`config.mk`:
```
export PLATFORM = sky130hd
export DESIGN_NAME = alu_issue_stage
export DESIGN_NICKNAME = d
export VERILOG_FILES = /design/src/rtl/alu_issue_stage.sv
export SDC_FILE = /design/constraint.sdc
export NUM_CORES = 1
export LEC_CHECK = 0
export ABC_AREA = 1
export CORE_ASPECT_RATIO = 0.9
export CORE_UTILIZATION = 46
export CTS_CLUSTER_DIAMETER = 120
export DETAILED_ROUTE_END_ITERATION = 12
export GPL_ROUTABILITY_DRIVEN = 0
export PLACE_DENSITY = 0.74
export REMOVE_ABC_BUFFERS = 1
export SETUP_SLACK_MARGIN = 0.2
export SYNTH_ARGS = -nofsm -noshare
export SYNTH_HDL_FRONTEND = slang
export SYNTH_SLANG_ARGS = --single-unit
```
`constraint.sdc`:
```
create_clock -name clk -period 1.5 [get_ports clk]
set_input_delay 0.225 -clock clk [delete_from_list [all_inputs] [get_ports clk]]
set_output_delay 0.225 -clock clk [all_outputs]
set_load 0.01 [all_outputs]
```
`src/rtl/alu_issue_stage.sv`:
```
// alu_issue_stage
//   Issue stage sitting directly in front of the combinational ALU. Triplets
//   (op1, op2, opcode) arrive from decode over a valid/ready handshake. They are
//   held in a 2-entry skid buffer (main + skid), and one stable triplet at a time
//   is presented to the ALU. Opcodes above MAX_OPC are accepted, dropped and counted.
//   They are never issued.
//
// Handshake: a transfer happens on a rising edge where valid and ready are both 1.
//   valid must not depend on ready. in_ready is decoded from state only, so there
//   is no combinational path from out_ready to in_ready.
//
// Ports
//   clk, rst_n          clock, asynchronous active-low reset
//   flush               synchronous clear of buffered entries
//   in_valid/in_ready   upstream handshake; in_op1, in_op2, in_opcode payload
//   out_valid/out_ready downstream handshake; alu_op1, alu_op2, alu_opcode payload
//   err_illegal         1-cycle pulse after an illegal opcode was dropped
//   issue_cnt           triplets issued, wraps
//   illegal_cnt         illegal opcodes dropped, saturates at all-ones
module alu_issue_stage #(
    parameter int DATA_W  = 32,
    parameter int OPC_W   = 4,
    parameter int MAX_OPC = 5,
    parameter int CNT_W   = 16
) (
    input  logic              clk,
    input  logic              rst_n,
    input  logic              flush,
    input  logic              in_valid,
    output logic              in_ready,
    input  logic [DATA_W-1:0] in_op1,
    input  logic [DATA_W-1:0] in_op2,
    input  logic [OPC_W-1:0]  in_opcode,
    output logic              out_valid,
    input  logic              out_ready,
    output logic [DATA_W-1:0] alu_op1,
    output logic [DATA_W-1:0] alu_op2,
    output logic [OPC_W-1:0]  alu_opcode,
    output logic              err_illegal,
    output logic [CNT_W-1:0]  issue_cnt,
    output logic [CNT_W-1:0]  illegal_cnt
);

    typedef enum logic [1:0] {
        EMPTY = 2'd0,
        ONE   = 2'd1,
        TWO   = 2'd2
    } state_t;

    state_t state, state_nxt;

    logic [DATA_W-1:0] main_op1, main_op2, skid_op1, skid_op2;
    logic [OPC_W-1:0]  main_opc, skid_opc;

    logic legal, push, pop, drop;
    logic load_main_in, load_skid_in, load_main_skid;

    assign in_ready  = (state != TWO);
    assign out_valid = (state != EMPTY);

    assign legal = (in_opcode <= OPC_W'(MAX_OPC));
    assign push  = in_valid & in_ready & legal;
    assign drop  = in_valid & in_ready & ~legal;
    assign pop   = out_valid & out_ready;

    // The ALU always looks at the main register, which keeps its value after
    // the last pop and across flush.
    assign alu_op1    = main_op1;
    assign alu_op2    = main_op2;
    assign alu_opcode = main_opc;

    always_comb begin
        state_nxt      = state;
        load_main_in   = 1'b0;
        load_skid_in   = 1'b0;
        load_main_skid = 1'b0;
        case (state)
            EMPTY: begin
                if (push) begin
                    state_nxt    = ONE;
                    load_main_in = 1'b1;
                end
            end
            ONE: begin
                if (push && pop) begin
                    load_main_in = 1'b1;
                end else if (push) begin
                    state_nxt    = TWO;
                    load_skid_in = 1'b1;
                end else if (pop) begin
                    state_nxt = EMPTY;
                end
            end
            TWO: begin
                if (pop) begin
                    state_nxt      = ONE;
                    load_main_skid = 1'b1;
                end
            end
            default: state_nxt = EMPTY;
        endcase
        // Flush wins over any push/pop in the same cycle. The popped triplet has
        // still been consumed downstream, so only the counters see it.
        if (flush) begin
            state_nxt      = EMPTY;
            load_main_in   = 1'b0;
            load_skid_in   = 1'b0;
            load_main_skid = 1'b0;
        end
    end

    always_ff @(posedge clk or negedge rst_n) begin
        if (!rst_n) begin
            state <= EMPTY;
        end else begin
            state <= state_nxt;
        end
    end

    always_ff @(posedge clk or negedge rst_n) begin
        if (!rst_n) begin
            main_op1 <= '0;
            main_op2 <= '0;
            main_opc <= '0;
            skid_op1 <= '0;
            skid_op2 <= '0;
            skid_opc <= '0;
        end else begin
            if (load_main_in) begin
                main_op1 <= in_op1;
                main_op2 <= in_op2;
                main_opc <= in_opcode;
            end else if (load_main_skid) begin
                main_op1 <= skid_op1;
                main_op2 <= skid_op2;
                main_opc <= skid_opc;
            end
            if (load_skid_in) begin
                skid_op1 <= in_op1;
                skid_op2 <= in_op2;
                skid_opc <= in_opcode;
            end
        end
    end

    always_ff @(posedge clk or negedge rst_n) begin
        if (!rst_n) begin
            err_illegal <= 1'b0;
            issue_cnt   <= '0;
            illegal_cnt <= '0;
        end else begin
            err_illegal <= drop;
            if (pop) begin
                issue_cnt <= issue_cnt + 1'b1;
            end
            if (drop && (illegal_cnt != '1)) begin
                illegal_cnt <= illegal_cnt + 1'b1;
            end
        end
    end

endmodule
```
==> results_tabular.tex, run 1 <==
\begin{tabular}{lr}
\hline
Metric & Value \\
\hline
\multicolumn{2}{l}{\textbf{Status}} \\
\quad Outcome & finished with violations \\
\quad Violations in the final reports & setup timing \\
\multicolumn{2}{l}{\textbf{Floorplan}} \\
\quad Area of the die & $\sim$0.018 mm² \\
\quad Row cnt & 44 \\
\quad Boundary pin count & around 180 \\
\quad Die width & roughly 140 µm \\
\quad Core Region & roughly 0.016 mm² \\
\quad Vertical die dimension & between 100 and 150 µm \\
\quad Starting Density & a little under half \\
\multicolumn{2}{l}{\textbf{STA}} \\
\quad Number of endpoints with negative hold slack in the final report & 0 \\
\quad Smallest setup slack after layout & -71.87 ps \\
\quad Final critical-path required period & roughly 1600 ps \\
\quad Count of endpoints failing setup in the final report & between 100 and 150 \\
\quad Final-report max-slew violation count & 0 \\
\quad Slew headroom & between 70\% and 80\% \\
\quad Fmax & 0.6362 GHz \\
\quad Unrepaired setup endpoints after global routing & yes \\
\quad Final worst path period share & 104.8\% \\
\quad Least-Margin Pin Slew & between 400 and 500 ps \\
\quad Post-Route Skew & 11.40 ps \\
\multicolumn{2}{l}{\textbf{Clocking}} \\
\quad Worst skew pair latency & approximately 430 ps \\
\quad Clock-pin transition on the worst setup and hold timing paths & roughly 70 ps \\
\quad CTS root buf & sky130\_fd\_sc\_hd\_\_clkbuf\_16 \\
\quad Clock tree from TritonCTS & built \\
\quad Number of clock sinks & $\sim$170 \\
\quad H-Tree Depth & 4 \\
\quad Largest buffer count on any clock path & 2 \\
\quad Total clock buffers created by CTS & 17 \\
\multicolumn{2}{l}{\textbf{Power and ir drop}} \\
\quad Highest ir drop seen on vdd & roughly 0.88 mV \\
\quad Power after layout & 15400 µW \\
\quad Power density over cell area & about 1300 mW/mm² \\
\quad Leak pwr & just under 0.006 µW \\
\multicolumn{2}{l}{\textbf{Synth}} \\
\quad Dominant combinational cell family by area after synthesis & simple AND/OR/NAND/NOR gates \\
\quad Yosys synthesis warning count & 0 \\
\quad Xor-xnor portion of the synthesized cell area & 2.122\% \\
\quad Fraction of the yosys area taken by sequential cells & 54.56\% \\
\quad Mux cell area share after synthesis & 0\% \\
\quad Cell count after synthesis & 853 \\
\quad Post-synthesis instance area & 0.007843 mm² \\
\quad Count of state elements after synthesis & 171 \\
\quad Synth cell types & 29 \\
\quad Fraction of the mapped netlist area in adder cells & less than 1\% \\
\quad Complex-gate fraction of the synthesized area & approximately 14\% \\
\quad Mapped Avg Cell Area & 9.194 µm² \\
\quad Simple-gate share of the synthesized area & 20.25\% \\
\multicolumn{2}{l}{\textbf{Critical path}} \\
\quad Cell at the slowest stage of the critical path & sky130\_fd\_sc\_hd\_\_dfrtp\_1 \\
\quad Critical path fanouts, max & 6 \\
\quad Most prevalent standard cell on the critical path & sky130\_fd\_sc\_hd\_\_nand2\_4 \\
\quad Nature of the critical path endpoint & flop \\
\quad Data arrival time of the critical path & around 1900 ps \\
\quad Setup slack, reg-to-reg & -70 ps \\
\quad Crit path largest cell delay & approximately 360 ps \\
\quad Cell-by-cell listing of the critical path & ha\_2 -> nand3\_4 -> nor3\_2 -> buf\_4 -> nand2\_4 -> nand2\_4 -> nand2\_4 -> buf\_12 -> nand2\_4 -> nand2\_4 \\
\quad Endpoint required time on the critical path & approximately 1800 ps \\
\quad Class of the most critical setup path & reg2reg \\
\quad Crit path launch type & flop \\
\multicolumn{2}{l}{\textbf{Route}} \\
\quad Total via count in the routed design & $\sim$6800 \\
\quad Remaining number of nets flagged by the antenna check after routing & 0 \\
\quad Number of detailed-route iterations in the first pass & 5 \\
\quad Wire length per cell & around 16 µm \\
\quad DRC marker count from the first detailed-route iteration & 428 \\
\quad Total wire length after detailed routing & 20620 µm \\
\quad Remaining routing DRC violations & 0 \\
\quad Via-to-Cell Ratio & between 5 and 6 \\
\multicolumn{2}{l}{\textbf{GRT}} \\
\quad Global-route congestion overflow total & 0 \\
\quad All-Layer GR Usage & 23.14\% \\
\quad Maximum number of pins on one net before global-route repair & 50 \\
\quad Global-route wire length before repair & 32530 µm \\
\quad Via count of the first global-routing pass & $\sim$6500 \\
\quad Initial antenna violation count & 0 \\
\multicolumn{2}{l}{\textbf{Finish}} \\
\quad Most common library cell in the layout ignoring fill and taps & sky130\_fd\_sc\_hd\_\_nand2\_1 \\
\quad Nets & 1182 \\
\quad Commonest non-fill, non-tap cells in the layout & 189 x sky130\_fd\_sc\_hd\_\_nand2\_1, 167 x sky130\_fd\_sc\_hd\_\_dfrtp\_1, 100 x sky130\_fd\_sc\_hd\_\_inv\_1, 71 x sky130\_fd\_sc\_hd\_\_clkdlybuf4s50\_1, 61 x sky130\_fd\_sc\_hd\_\_buf\_4 \\
\quad Area growth from synthesis to layout & 47.14\% \\
\quad Utilization after layout & 70.34\% \\
\quad Number of antenna repair diodes & 0 \\
\quad Fraction of final layout cells sized beyond drive strength 1 & 35.30\% \\
\multicolumn{2}{l}{\textbf{Place}} \\
\quad Pre-CTS worst setup slack & -315.2 ps \\
\quad IO buf count & 175 \\
\quad Post-DP HPWL & roughly 12000 µm \\
\multicolumn{2}{l}{\textbf{Min path}} \\
\quad Class of the tightest hold or removal check & in2async \\
\multicolumn{2}{l}{\textbf{Run}} \\
\quad Count of max-cap constraint violations & 0 \\
\hline
\end{tabular}
-- synth_stat cells (all sizes together) --
master    n  area share [%]
nand2   248              12
dfrtp   171              55
inv     104             5.0
nand3    82             5.4
o21ai    72             4.6
o211ai   67             9.5
nor2     25             1.4
buf      23             2.4
clkbuf   22             1.1
xor2     11             1.2
nand4    10            0.99
xnor2     8            0.89
nor3      4            0.32
ha        2            0.32
nand3b    2            0.19
a21oi     1           0.064
o21bai    1           0.096
-- sequential cells by signal, summed over array words and instances, names as in the netlist --
name,cells
issue_cnt,16
alu_op1,32
err_illegal,1
skid_opc,4
illegal_cnt,16
skid_op2,32
alu_opcode,4
state,2
skid_op1,32
alu_op2,32
-- layout make-up --
class / instances / area (µm²)
fill: 1241 / 4866
sequential: 171 / 4284
inverter: 104 / 392.9
timing repair buffer: 279 / 2590
tap: 207 / 259.0
clock inverter: 11 / 142.6
multi-input combinational: 534 / 3425
clock buffer: 20 / 446.7
-- kinds of logic (layout without fill, tap and decap cells) --
group	after synthesis	count (layout)
compound gates	141	141
xor+xnor	19	19
fa+ha+maj	2	2
buf+inv	149	414
flops	171	171
simple gates	371	372
-- metrics by stage --
| stage | hold slack [ps] | cell area, µm² | TNS (ps) | instances |
|---|---|---|---|---|
| after floorplan | -70.59 | 7570 | -165460 | 808 |
| after global placement | 138.1 | 10150 | -40460 | 1243 |
| after detailed placement | 137.4 | 10150 | -42880 | 1243 |
| after CTS | 262.4 | 11400 | -150.1 | 1311 |
| after global routing | 288.1 | 11540 | -13670 | 1326 |
| final | 261.4 | 11540 | -3682 | 1326 |
-- repair_timing --
item                                    4_1_cts  5_1_grt
resized for setup                           374      153
pin swaps                                    45       40
hold buffers                                  1        0
endpoints found under the setup margin      266      249
endpoints found under the hold margin        29        0
cloned                                        2        4
setup buffers                                34       11
-- where the power goes --
group	switching [µW]	total [µW]	internal [µW]
registers	774	6550	5770
clock network	1800	4460	2650
logic	2090	4390	2300
-- path summary, 6_finish.rpt --
path,cells past startpoint,from,endpoint
max,10,illegal_cnt[0],illegal_cnt[9]
max in group asynchronous,3,rst_n,state[1]
max reg2reg,10,illegal_cnt[0],illegal_cnt[9]
min reg2reg,2,skid_op2[23],alu_op2[23]
min in group clk,3,in_op2[18],skid_op2[18]
min,2,rst_n,alu_op1[19]
-- worst max-delay path: cells and delay by family, from the launching register on --
| kind | cells | cell delay (ps) |
|---|---|---|
| AND/OR/NAND/NOR | 7 | 530 |
| flip-flops | 1 | 360 |
| buffers and inverters | 2 | 330 |
| adder cells (fa/ha/maj) | 1 | 220 |
-- layer usage --
layer / wire length [µm] / track usage, %
met1: 9102 / 31.08
met2: 10180 / 38.13
met3: 1097 / 4.791
met4: 243 / 6.593
met5: 0 / 0
Power figures use the tool's default switching activity.
==> run 2, diff against run 1 <==
--- a/config.mk
+++ b/config.mk
@@ -8,7 +8,7 @@
 export ABC_AREA = 1
 export CORE_ASPECT_RATIO = 0.9
 export CORE_UTILIZATION = 46
-export CTS_CLUSTER_DIAMETER = 120
+export CTS_CLUSTER_DIAMETER = 50
 export DETAILED_ROUTE_END_ITERATION = 12
 export GPL_ROUTABILITY_DRIVEN = 0
 export PLACE_DENSITY = 0.74
==> results of run 2 <==
No change in the layout: final DEF, timing and power equal those of run 1.
==> run 3, diff against run 2 <==
--- a/config.mk
+++ b/config.mk
@@ -6,12 +6,15 @@
 export NUM_CORES = 1
 export LEC_CHECK = 0
 export ABC_AREA = 1
+export CAP_MARGIN = 20
 export CORE_ASPECT_RATIO = 0.9
 export CORE_UTILIZATION = 46
 export CTS_CLUSTER_DIAMETER = 50
 export DETAILED_ROUTE_END_ITERATION = 12
 export GPL_ROUTABILITY_DRIVEN = 0
+export GPL_TIMING_DRIVEN = 1
 export PLACE_DENSITY = 0.74
+export RECOVER_POWER = 25
 export REMOVE_ABC_BUFFERS = 1
 export SETUP_SLACK_MARGIN = 0.2
 export SYNTH_ARGS = -nofsm -noshare
==> results_tabular.tex, run 3 (same netlist as run 1, synthesis figures left out) <==
\begin{tabular}{lr}
\hline
Metric & Value \\
\hline
\multicolumn{2}{l}{\textbf{Status}} \\
\quad Outcome & finished with violations \\
\quad Violations in the final reports & setup timing \\
\multicolumn{2}{l}{\textbf{Min path}} \\
\quad Worst hold path stage count & 3 \\
\quad Class of the tightest hold or removal check & in2reg \\
\quad Worst hold path endpoint & skid\_op2[18] \\
\quad HP Start & in\_op2[18] \\
\multicolumn{2}{l}{\textbf{Floorplan}} \\
\quad Boundary pin count & 176 \\
\quad Die width & about 140 µm \\
\quad Vertical die dimension & around 130 µm \\
\quad Area of the die & between 0.015 and 0.02 mm² \\
\quad Row cnt & 44 \\
\quad Core Region & between 0.015 and 0.02 mm² \\
\quad Starting Density & a little under half \\
\multicolumn{2}{l}{\textbf{Clocking}} \\
\quad H-Tree Depth & 4 \\
\quad Number of clock sinks & roughly 170 \\
\quad Clock tree from TritonCTS & built \\
\quad Total clock buffers created by CTS & 17 \\
\quad Largest buffer count on any clock path & 2 \\
\quad CTS root buf & sky130\_fd\_sc\_hd\_\_clkbuf\_16 \\
\quad Clock-pin transition on the worst setup and hold timing paths & around 70 ps \\
\quad Worst skew pair latency & roughly 430 ps \\
\multicolumn{2}{l}{\textbf{Critical path}} \\
\quad Capturing point of the worst reg2reg path & illegal\_cnt[9] \\
\quad Nature of the critical path endpoint & flop \\
\quad Class of the most critical setup path & reg2reg \\
\quad Data arrival time of the critical path & 1880 ps \\
\quad Endpoint required time on the critical path & around 1800 ps \\
\quad Critical path fanouts, max & 6 \\
\quad Setup slack, reg-to-reg & -70 ps \\
\quad Critical R2R Launch & illegal\_cnt[0] \\
\quad Crit path launch type & flop \\
\quad Depth of the most critical reg-to-reg path & 10 \\
\multicolumn{2}{l}{\textbf{STA}} \\
\quad Count of endpoints failing setup in the final report & $\sim$120 \\
\quad Final-report max-slew violation count & 0 \\
\quad Fmax & 0.6361 GHz \\
\quad Number of endpoints with negative hold slack in the final report & 0 \\
\quad Least-Margin Pin Slew & around 900 ps \\
\quad Post-Route Skew & 11.30 ps \\
\quad Smallest setup slack after layout & -72.09 ps \\
\quad Final Hold Slack & between 300 and 400 ps \\
\quad Unrepaired setup endpoints after global routing & yes \\
\quad Slew headroom & 40.96\% \\
\quad Final critical-path required period & about 1600 ps \\
\quad Final worst path period share & 104.8\% \\
\multicolumn{2}{l}{\textbf{GRT}} \\
\quad Global-route wire length before repair & between 30000 and 40000 µm \\
\quad Via count of the first global-routing pass & between 6000 and 7000 \\
\quad Maximum number of pins on one net before global-route repair & 50 \\
\quad All-Layer GR Usage & a little under a quarter \\
\quad Global-route congestion overflow total & 0 \\
\quad Initial antenna violation count & 0 \\
\multicolumn{2}{l}{\textbf{Power and ir drop}} \\
\quad Combinational share of power & about 28\% \\
\quad Switching part of the total & just over 30\% \\
\quad Internal power contribution & approximately 11000 µW \\
\quad Leak pwr & between 0.005 and 0.006 µW \\
\quad Sw Pwr & approximately 4700 µW \\
\quad Highest ir drop seen on vdd & 0.8774 mV \\
\quad Power after layout & 15390 µW \\
\quad Sequential share of power & 42.5\% \\
\quad Power density over cell area & between 1000 and 1500 mW/mm² \\
\quad Clock group share of total power & between 20\% and 30\% \\
\multicolumn{2}{l}{\textbf{Place}} \\
\quad Pre-CTS worst setup slack & -315.2 ps \\
\quad IO buf count & around 180 \\
\quad Post-DP HPWL & $\sim$12000 µm \\
\multicolumn{2}{l}{\textbf{Route}} \\
\quad Remaining number of nets flagged by the antenna check after routing & 0 \\
\quad Via-to-Cell Ratio & 5.140 \\
\quad Total via count in the routed design & between 6000 and 7000 \\
\quad DRC marker count from the first detailed-route iteration & approximately 430 \\
\quad Wire length per cell & around 16 µm \\
\quad Total wire length after detailed routing & 20620 µm \\
\quad Number of detailed-route iterations in the first pass & 5 \\
\quad Remaining routing DRC violations & 0 \\
\multicolumn{2}{l}{\textbf{Finish}} \\
\quad Commonest non-fill, non-tap cells in the layout & 189 x sky130\_fd\_sc\_hd\_\_nand2\_1, 167 x sky130\_fd\_sc\_hd\_\_dfrtp\_1, 100 x sky130\_fd\_sc\_hd\_\_inv\_1, 71 x sky130\_fd\_sc\_hd\_\_clkdlybuf4s50\_1, 60 x sky130\_fd\_sc\_hd\_\_buf\_4 \\
\quad Area growth from synthesis to layout & 46.92\% \\
\quad Fraction of final layout cells sized beyond drive strength 1 & approximately a third \\
\quad FILL cells & 1243 \\
\quad Register cell area after layout & around 0.0043 mm² \\
\quad Most common library cell in the layout ignoring fill and taps & sky130\_fd\_sc\_hd\_\_nand2\_1 \\
\quad Number of antenna repair diodes & 0 \\
\quad Nets & 1182 \\
\quad Area taken by multi-input logic gates & $\sim$0.0034 mm² \\
\multicolumn{2}{l}{\textbf{Run}} \\
\quad Count of max-cap constraint violations & 0 \\
\hline
\end{tabular}
[run 3: cell types whose count changed in the layout (fill, tap and decap cells not counted)]
cell	before	now
sky130_fd_sc_hd__buf_2	12	13
sky130_fd_sc_hd__buf_4	61	60
sky130_fd_sc_hd__buf_12	11	10
sky130_fd_sc_hd__clkbuf_2	58	59
[run 3: critical path: stages (launching register included)]
cell and delay, ps:
sky130_fd_sc_hd__dfrtp_1 360, sky130_fd_sc_hd__ha_2 220, sky130_fd_sc_hd__nand3_4 90, sky130_fd_sc_hd__nor3_2 120, sky130_fd_sc_hd__buf_4 170, sky130_fd_sc_hd__nand2_4 60
sky130_fd_sc_hd__nand2_4 70, sky130_fd_sc_hd__nand2_4 80, sky130_fd_sc_hd__buf_12 160, sky130_fd_sc_hd__nand2_4 60, sky130_fd_sc_hd__nand2_4 50
[run 3: worst max-delay path by stage]
| stage | cells past startpoint | slack (ps) | end | start |
|---|---|---|---|---|
| final | 10 | -70 | illegal_cnt[9] | illegal_cnt[0] |
| after global routing | 10 | -140 | illegal_cnt[9] | illegal_cnt[0] |
| after CTS | 10 | -30 | illegal_cnt[13] | illegal_cnt[1] |
| after detailed placement | 7 | -320 | skid_op2[16] | in_opcode[2] |
| after global placement | 8 | -290 | skid_op1[16] | in_opcode[2] |
| after floorplan | 5 | -1710 | alu_op1[0] | state[0] |
[run 3: power groups by stage]
stage          registers [µW]  clock network (µW)  logic [µW]
5_1_grt                  6680                4720        4800
3_5_place_dp             6520                   0        4050
6_report                 6550                4460        4390
2_1_floorplan            6770                   0        1500
4_1_cts                  6510                4510        4210
3_3_place_gp             6500                   0        3950
[run 3: per-layer routing]
| metal | share of wire, % | vias up | GRT usage, % | wire length (µm) |
|---|---|---|---|---|
| met3 | 5.5 | 20 | 4.791 | 1129 |
| met1 | 44 | 3284 | 31.08 | 9089 |
| met5 | 0 | - | 0 | 0 |
| met2 | 49 | 217 | 38.13 | 10160 |
| met4 | 1.2 | 0 | 6.593 | 243 |
| li1 | - | 3295 | - | - |
[run 3: metrics by stage]
step	cells	util, %	cell area, µm²	TNS, ps
2_1_floorplan	808	-	7570	-165460
5_1_grt	1326	70.23	11520	-13700
3_3_place_gp	1243	61.85	10150	-40460
3_5_place_dp	1243	61.85	10150	-42880
6_report	1326	70.23	11520	-3677
4_1_cts	1311	69.52	11400	-150.1
[run 3: area by class of cell]
cell class | instances | share of cell area (%)
Sequential cell | 171 | 37.18
Multi-Input combinational cell | 534 | 29.72
Timing Repair Buffer | 279 | 22.33
Clock buffer | 20 | 3.877
Inverter | 104 | 3.410
Tap cell | 207 | 2.248
Clock inverter | 11 | 1.238
[run 3: timing repair]
item,in CTS,in global routing
endpoints found under the setup margin,266,249
gates resized for setup,374,153
buffers inserted,34,11
pin swaps,45,40
hold endpoints to repair,29,0
cloned,2,4
hold buffers,1,0
